$ cat src/rtl/timer_pkg.sv
// Shared types and elaboration helpers for the countdown timer.
`timescale 1ns/1ps
package timer_pkg;

  localparam int unsigned COUNT_W = 8;

  typedef enum logic [1:0] {
    IDLE   = 2'd0,
    RUN    = 2'd1,
    PAUSED = 2'd2,
    DONE   = 2'd3
  } timer_state_t;

  // Clock cycles per decrement.
  function automatic int unsigned calc_div(input int unsigned clk_hz, input int unsigned tick_hz);
    return clk_hz / tick_hz;
  endfunction

  // Prescaler width; DIV >= 2 keeps this at least one bit.
  function automatic int unsigned calc_pre_w(input int unsigned div);
    return (div <= 32'd2) ? 32'd1 : $clog2(div);
  endfunction

endpackage

$ cat src/rtl/tick_prescaler.sv
// Divide-by-DIV counter; terminal marks the enabled cycle that wraps to zero.
`timescale 1ns/1ps
module tick_prescaler #(
  parameter int unsigned DIV   = 4,
  parameter int unsigned PRE_W = 2
) (
  input  logic clk,
  input  logic rst_n,
  input  logic enable,
  input  logic sync_clr,
  output logic terminal
);

  localparam logic [PRE_W-1:0] LAST = PRE_W'(DIV - 1);

  logic [PRE_W-1:0] pre_q;

  assign terminal = enable && (pre_q == LAST);

  // Frozen whenever enable is low, so a paused partial period survives.
  always_ff @(posedge clk or negedge rst_n) begin
    if (!rst_n) begin
      pre_q <= '0;
    end else if (sync_clr) begin
      pre_q <= '0;
    end else if (enable) begin
      pre_q <= terminal ? '0 : pre_q + PRE_W'(1);
    end
  end

endmodule

$ cat src/rtl/timer_countdown_core.sv
// Seconds countdown engine: button conditioning, run/pause FSM and the 8-bit count.
`timescale 1ns/1ps
module timer_countdown_core
  import timer_pkg::*;
#(
  parameter int unsigned CLK_HZ  = 50_000_000,
  parameter int unsigned TICK_HZ = 1
) (
  input  logic         Clock,
  input  logic         Resetn,
  input  logic         start_btn,
  input  logic         pause_btn,
  input  logic         load,
  input  logic         clear,
  input  logic [7:0]   preset,
  output logic [7:0]   count,
  output logic         running,
  output logic         done,
  output logic         tick
);

  localparam int unsigned DIV   = calc_div(CLK_HZ, TICK_HZ);
  localparam int unsigned PRE_W = calc_pre_w(DIV);

  logic [1:0] start_sync, pause_sync;
  logic       start_prev, pause_prev;
  logic       start_ev, pause_ev;

  timer_state_t        state_q, state_d;
  logic [COUNT_W-1:0]  count_q, count_d;
  logic                tick_q, tick_d;
  logic                running_q, done_q;
  logic                pre_en_c, pre_clr_c, pre_terminal;

  // Two-flop synchronizers followed by registered rising-edge events.
  always_ff @(posedge Clock or negedge Resetn) begin
    if (!Resetn) begin
      start_sync <= '0;
      pause_sync <= '0;
      start_prev <= 1'b0;
      pause_prev <= 1'b0;
      start_ev   <= 1'b0;
      pause_ev   <= 1'b0;
    end else begin
      start_sync <= {start_sync[0], start_btn};
      pause_sync <= {pause_sync[0], pause_btn};
      start_prev <= start_sync[1];
      pause_prev <= pause_sync[1];
      start_ev   <= start_sync[1] & ~start_prev;
      pause_ev   <= pause_sync[1] & ~pause_prev;
    end
  end

  // A pause on the terminal cycle wins, so the prescaler must not advance then.
  assign pre_en_c = (state_q == RUN) && !clear && !load && !pause_ev;

  tick_prescaler #(
    .DIV   (DIV),
    .PRE_W (PRE_W)
  ) u_prescaler (
    .clk      (Clock),
    .rst_n    (Resetn),
    .enable   (pre_en_c),
    .sync_clr (pre_clr_c),
    .terminal (pre_terminal)
  );

  always_comb begin
    state_d   = state_q;
    count_d   = count_q;
    tick_d    = 1'b0;
    pre_clr_c = 1'b0;
    if (clear) begin
      count_d   = '0;
      state_d   = IDLE;
      pre_clr_c = 1'b1;
    end else if (load) begin
      count_d   = preset;
      state_d   = IDLE;
      pre_clr_c = 1'b1;
    end else begin
      case (state_q)
        IDLE: begin
          if (start_ev) begin
            if (count_q != '0) begin
              state_d   = RUN;
              pre_clr_c = 1'b1;
            end else begin
              state_d = DONE;
            end
          end
        end
        RUN: begin
          if (pause_ev) begin
            state_d = PAUSED;
          end else if (pre_terminal) begin
            count_d = count_q - COUNT_W'(1);
            tick_d  = 1'b1;
            if (count_q == COUNT_W'(1)) state_d = DONE;
          end
        end
        PAUSED: begin
          if (pause_ev || start_ev) state_d = RUN;
        end
        DONE: begin
          count_d = '0;
        end
        default: state_d = IDLE;
      endcase
    end
  end

  always_ff @(posedge Clock or negedge Resetn) begin
    if (!Resetn) begin
      state_q   <= IDLE;
      count_q   <= '0;
      tick_q    <= 1'b0;
      running_q <= 1'b0;
      done_q    <= 1'b0;
    end else begin
      state_q   <= state_d;
      count_q   <= count_d;
      tick_q    <= tick_d;
      running_q <= (state_d == RUN);
      done_q    <= (state_d == DONE);
    end
  end

  assign count   = count_q;
  assign running = running_q;
  assign done    = done_q;
  assign tick    = tick_q;

endmodule

$ cat config.mk
export PLATFORM = sky130hd
export DESIGN_NAME = timer_countdown_core
export DESIGN_NICKNAME = d
export VERILOG_FILES = /design/src/rtl/timer_pkg.sv /design/src/rtl/tick_prescaler.sv /design/src/rtl/timer_countdown_core.sv
export SDC_FILE = /design/constraint.sdc
export NUM_CORES = 1
export LEC_CHECK = 0
export CORE_UTILIZATION = 45
export DETAILED_ROUTE_END_ITERATION = 12
export PLACE_DENSITY = 0.65
export SETUP_SLACK_MARGIN = 0.5
export SYNTH_ARGS = -nofsm -noshare
export SYNTH_HDL_FRONTEND = slang
export SYNTH_SLANG_ARGS = --single-unit
$ cat constraint.sdc
create_clock -name Clock -period 2.6 [get_ports Clock]
set_clock_uncertainty 0.2 [all_clocks]
set_input_delay 0.39 -clock Clock [delete_from_list [all_inputs] [get_ports Clock]]
set_output_delay 0.39 -clock Clock [all_outputs]
set_load 0.1 [all_outputs]
# Word-level counts from Yosys, hierarchy flattened
# Cells that the tools add are included.
# word_totals
regBits	47
output_inout_bits	11
# classes
reduce_logical	13
n_addsub	2
bitwise	4
muxes	27
n_eq_ne	9
# ops
cell	count
26-bit 2-to-1 mux	3
8-bit 2-to-1 mux	4
26-bit by 1-bit adder with 26-bit output (second input constant)	1
26-bit == test (second input constant)	1
2-bit 2-to-1 mux	8
8-bit case mux with 2 select lines	1
1-bit 2-to-1 mux	10
8-bit by 1-bit == test with 1-bit output (second input constant)	1
8-bit nonzero test	1
8-bit by 1-bit subtractor with 8-bit output (second input constant)	1
2-bit == test (second input constant)	3
2-bit case mux with 3 select lines	1
2-bit by 1-bit == test with 1-bit output (second input constant)	2
1-bit logical AND	4
4-bit by 3-bit != test with 1-bit output (second input constant)	1
4-bit != test (second input constant)	1
4-bit nonzero test	1
1-bit logical NOT	3
3-bit AND reduction	1
1-bit bitwise AND	2
2-bit logical NOT	1
1-bit inverter	2
2-bit nonzero test	1
1-bit logical OR	1

# Longest topological paths before layout
# logic_depth
ltp_word	11
depth_mapped	9
mapped_depth_nobuf	7

# Cells and area by module
# A second synthesis with hierarchy kept.
# hier_totals
hier_cells	262
area_unflattened_um2	2562.5
# by_module_without_submodules
module	instances	seq_area_each_um2	cells_each	area_per_inst_um2
tick_prescaler	1	650.6	157	1492.7
timer_countdown_core	1	525.5	105	1069.8

# Worst setup path after synthesis
# OpenSTA, ideal clock, no wires.
# synth_timing
path_type	reg2reg
from	register count_q[0] (netlist: count[0])
to	register u_prescaler.pre_q[23]
period_less_slack_ps	2840
path_stages_with_launch	8
arrival_time_ps	2571
path_slack_ps	-240
required_time_ps	2331
path_buffers	0
path_cell_list	dfrtp_1 inv_1 ha_1 or3b_2 o31ai_2 nand2_1 or4_1 nand3_1
# synth_between
elab_chain_len	7
# synth_lines
element	line	text
from (decl)	timer_countdown_core.sv:30	logic [COUNT_W-1:0] count_q, count_d;
from (signal assigned)	timer_countdown_core.sv:122	count_q <= count_d;
8-bit nonzero test (*)	timer_countdown_core.sv:85	if (count_q != '0) begin
1-bit 2-to-1 mux (*)	timer_countdown_core.sv:85	
1-bit 2-to-1 mux (*)	timer_countdown_core.sv:84	if (start_ev) begin
1-bit 2-to-1 mux (*)	timer_countdown_core.sv:82	case (state_q)
1-bit 2-to-1 mux (*)	timer_countdown_core.sv:77	end else if (load) begin
1-bit 2-to-1 mux (*)	timer_countdown_core.sv:73	if (clear) begin
26-bit 2-to-1 mux or 2-bit nonzero test (tied branches)	n/a	
to (signal assigned)	tick_prescaler.sv:27	pre_q <= terminal ? '0 : pre_q + PRE_W'(1);
to (decl)	tick_prescaler.sv:16	logic [PRE_W-1:0] pre_q;
# Every way passes the cells marked *; elsewhere a longest branch is shown, timed or not.
# A chain may end at the register's enable or synchronous reset.

# Final worst setup path
# layout_timing
from	input port load
to	register u_prescaler.pre_q[16]
# layout_between
elab_chain_len	7
# layout_lines
element	line	text
from (decl)	timer_countdown_core.sv:13	input logic load,
1-bit logical NOT	timer_countdown_core.sv:55	assign pre_en_c = (state_q == RUN) && !clear && !load && !pause_ev;
1-bit logical AND (2 in a row)	timer_countdown_core.sv:55	
1-bit logical AND	tick_prescaler.sv:18	assign terminal = enable && (pre_q == LAST);
26-bit 2-to-1 mux	tick_prescaler.sv:27	
26-bit 2-to-1 mux	tick_prescaler.sv:26	end else if (enable) begin
26-bit 2-to-1 mux	tick_prescaler.sv:24	end else if (sync_clr) begin
# Several ways; a longest one is shown, not always the timed one. The select of a mux whose other input is x is not followed.

==> impl_metrics.env <==
export IMPL_critPathCaptureType="flop"
export IMPL_startpoint="load"
export IMPL_drt_antenna_violating_nets=0
export IMPL_die_area_um2=6180
export IMPL_ff2ff_path_depth=7
export IMPL_grt_pass1_vias=2505
export IMPL_hold_depth=0
export IMPL_post_drt_wl_per_cell_um=18.1
export IMPL_wl_um=7790
export IMPL_status="complete, no violations"
export IMPL_async_flop_share_pct=100
export IMPL_p_comb_share_pct=21.0
export IMPL_nets=374
export IMPL_grt_pass1_wl_um=12400
export IMPL_pwr_share_seq_pct=45.9
export IMPL_syn_to_final_growth_pct=42.9
export IMPL_first_pass_iters=5
export IMPL_cts_buffers_inserted=5
export IMPL_tightest_slew_ns=0.662
export IMPL_tns_ns=0
export IMPL_antenna_found_initial=0
export IMPL_slowest_delay_ns=0.60
export IMPL_viasPerCell=6.11
export IMPL_yosys_warnings=0
export IMPL_avgSynthCellArea_um2=9.24
export IMPL_die_w_um=78.6
export IMPL_dpl_hpwl_um=4790
export IMPL_clkLatencyLatePin_ns=0.31
export IMPL_cellPowerDensity_nw_per_um2=445
export IMPL_irDropWorstVdd_v=0.000281
export IMPL_grt_met2_usage_pct=42.1
export IMPL_io_pins=25
export IMPL_crit_family="buffers and inverters"
export IMPL_syn_area_um2=2640
export IMPL_required_ns=2.61
export IMPL_drt_first_iter_violations=274
export IMPL_cp_depth=7
export IMPL_start_util_pct=47.4
export IMPL_p_leak_nw=1.49
export IMPL_grt_max_degree=31
export IMPL_crit_buf_inv=2
export IMPL_gp_congestion=0.907
export IMPL_switching_share_pct=30.0
export IMPL_maxCapViolCount=0
export IMPL_synth_edf_count=0
export IMPL_cts_sinks=47
export IMPL_path_cells="clkdlybuf4s50_1 -> or2_2 -> nor2_1 -> buf_4 -> a2111oi_1 -> xnor2_1 -> nor2_2"
export IMPL_crit_path_start_kind="input pin"
export IMPL_r2r_start="count[0]"
export IMPL_fin_cells=430
export IMPL_pwr_share_clk_pct=33.1
export IMPL_fmax_ghz=0.432
export IMPL_ys_seq_area_share_pct=44.5
export IMPL_num_rows=27
export IMPL_final_setup_viol_count=0
export IMPL_grt_overflow_total=0
export IMPL_ys_ff_latch=47
export IMPL_fp_dieH_um=78.6
export IMPL_diodes=0
export IMPL_yosys_cell_types_count=51
export IMPL_drive_above_1_share_pct=38.5
export IMPL_core_area_um2=5570
export IMPL_cts_tree="done"
export IMPL_critPathSlowestCell="a2111oi_1"
export IMPL_rrSetupSlack_ns=0.31
export IMPL_r2r_end="u_prescaler.pre_q[23]"
export IMPL_report_final_slew_viol_count=0
export IMPL_netlist_instances=286
export IMPL_crit_path_end="u_prescaler.pre_q[16]"
export IMPL_htree_levels=2
export IMPL_ys_flop_type="dfrtp_1"
export IMPL_internal_power_w=0.00117
export IMPL_clk_pin_slew_ns=0.09
export IMPL_worst_hold_path_type="flop to flop"
export IMPL_clockBufferDepth=2
export IMPL_use_met3_pct=3.72
export IMPL_syn_num_nets=303
export IMPL_io_buffers=24
export IMPL_drc_errors=0
export IMPL_grt_use_total_pct=26.3
export IMPL_critical_path_class="input pin to flop"
export IMPL_dp_cells=389
export IMPL_crit_path_max_fanout=10
export IMPL_root_buffer="clkbuf_8"
export IMPL_hold_viol=0
export IMPL_rsz0062_at_grt="yes"
export IMPL_arrival_ns=2.32
export IMPL_switchingPower_w=0.000503
export IMPL_min_period_ns=2.31
export IMPL_top_usage_layer="met2"
export IMPL_vias=2628
export IMPL_period_share_pct=89.0
export IMPL_use_met1_pct=36.2
export IMPL_slew_headroom_pct=55.9
registers in the layout (all words and copies together) (netlist names):
signal             cells
done                   1
pause_ev               1
running                1
start_prev             1
count                  8
start_ev               1
pause_prev             1
start_sync             2
tick                   1
u_prescaler.pre_q     26
state_q                2
pause_sync             2
per-layer routing:
layer  up-vias  routed length [um]
li1       1208                   -
met1      1280                3530
met2       121                3580
met3        19                 521
met4         0                 155
met5         -                   0
logic make-up after synthesis:
| logic type | after synthesis | synth area share, % |
|---|---|---|
| flops | 47 | 44.5 |
| xor+xnor | 17 | 5.64 |
| buf+inv | 19 | 2.94 |
| fa+ha+maj | 3 | 1.42 |
| compound gates | 65 | 17.5 |
| simple gates | 135 | 27.9 |
power by group through the flow:
| stage | clock (W) | combinational [W] | sequential [W] |
|---|---|---|---|
| floorplan | 0 | 0.000112 | 0.000847 |
| global placement | 0 | 0.000266 | 0.000785 |
| detailed placement | 0 | 0.000267 | 0.000786 |
| CTS | 0.000556 | 0.000315 | 0.000770 |
| global route | 0.000588 | 0.000373 | 0.000773 |
| finish | 0.000555 | 0.000352 | 0.000771 |
per-stage QoR:
step	power, W	util [%]	hold slack (ns)	worst slack (ns)	cell area [um^2]
2_1_floorplan	0.000959	-	-0.106	0.216	2760
3_3_place_gp	0.00105	56.3	0.135	0.146	3140
3_5_place_dp	0.00105	56.3	0.135	0.131	3140
4_1_cts	0.00164	64.4	0.157	0.364	3590
5_1_grt	0.00174	67.7	0.169	0.182	3770
6_report	0.00168	67.7	0.155	0.287	3770
worst reg2reg max path: cells and delay by family (launching register included):
| family | cells | cell delay [ns] |
|---|---|---|
| AOI/OAI and AO/OA | 1 | 0.29 |
| adders and majority gates | 1 | 0.13 |
| buffers and inverters | 1 | 0.07 |
| DFF | 1 | 0.51 |
| and+or+nand+nor | 4 | 1.02 |
what timing repair did:
item | 4_1_cts | 5_1_grt
setup endpoints to repair | 35 | 35
endpoints found under the hold margin | 29 | 0
cloned | 1 | 1
resized for setup | 41 | 30
hold buffers | 1 | 0
pin swaps | 28 | 14
setup buffers | 23 | 7
synth_stat cells, types with 4 or more instances:
| master | n | share of area [%] |
|---|---|---|
| a2111oi_0 | 5 | 1.7 |
| a211oi_1 | 12 | 3.4 |
| a21oi_1 | 14 | 2.7 |
| and3_1 | 6 | 1.4 |
| buf_2 | 5 | 0.95 |
| clkbuf_1 | 7 | 0.99 |
| dfrtp_1 | 47 | 45 |
| inv_1 | 7 | 0.99 |
| nand2_1 | 26 | 3.7 |
| nand3_1 | 14 | 2.7 |
| nand4_1 | 13 | 3.1 |
| nor2_1 | 32 | 4.5 |
| nor3_1 | 6 | 1.1 |
| nor4_1 | 6 | 1.4 |
| o211ai_1 | 4 | 1.1 |
| o21ai_0 | 6 | 1.1 |
| o31ai_1 | 6 | 1.7 |
| or3_1 | 4 | 0.95 |
| xnor2_1 | 10 | 3.3 |
| xor2_1 | 7 | 2.3 |
layout make-up:
class	count	area, um^2
Fill cell	444	1800
Timing Repair Buffer	76	656
Clock inverter	2	37.5
Tap cell	72	90.1
Multi-Input combinational cell	220	1690
Clock buffer	6	72.6
Inverter	7	31.3
Sequential cell	47	1190
how the worst min path moves through the flow:
stage,startpoint,to
after detailed placement,start_sync[0],start_sync[1]
after floorplan,Resetn,count[2]
after global routing,start_sync[0],start_sync[1]
after global placement,start_sync[0],start_sync[1]
after CTS,start_sync[0],start_sync[1]
final,start_sync[0],start_sync[1]
cells in the final DEF, fill, tap and decap left out, drive strengths merged, types with 8 or more instances in the layout:
master,n
a211oi,12
a21oi,14
buf,62
clkdlybuf4s50,12
dfrtp,47
nand2,26
nand3,14
nand4,13
nor2,32
nor4,8
xnor2,10
No activity file was read; power rests on OpenSTA's default activity.
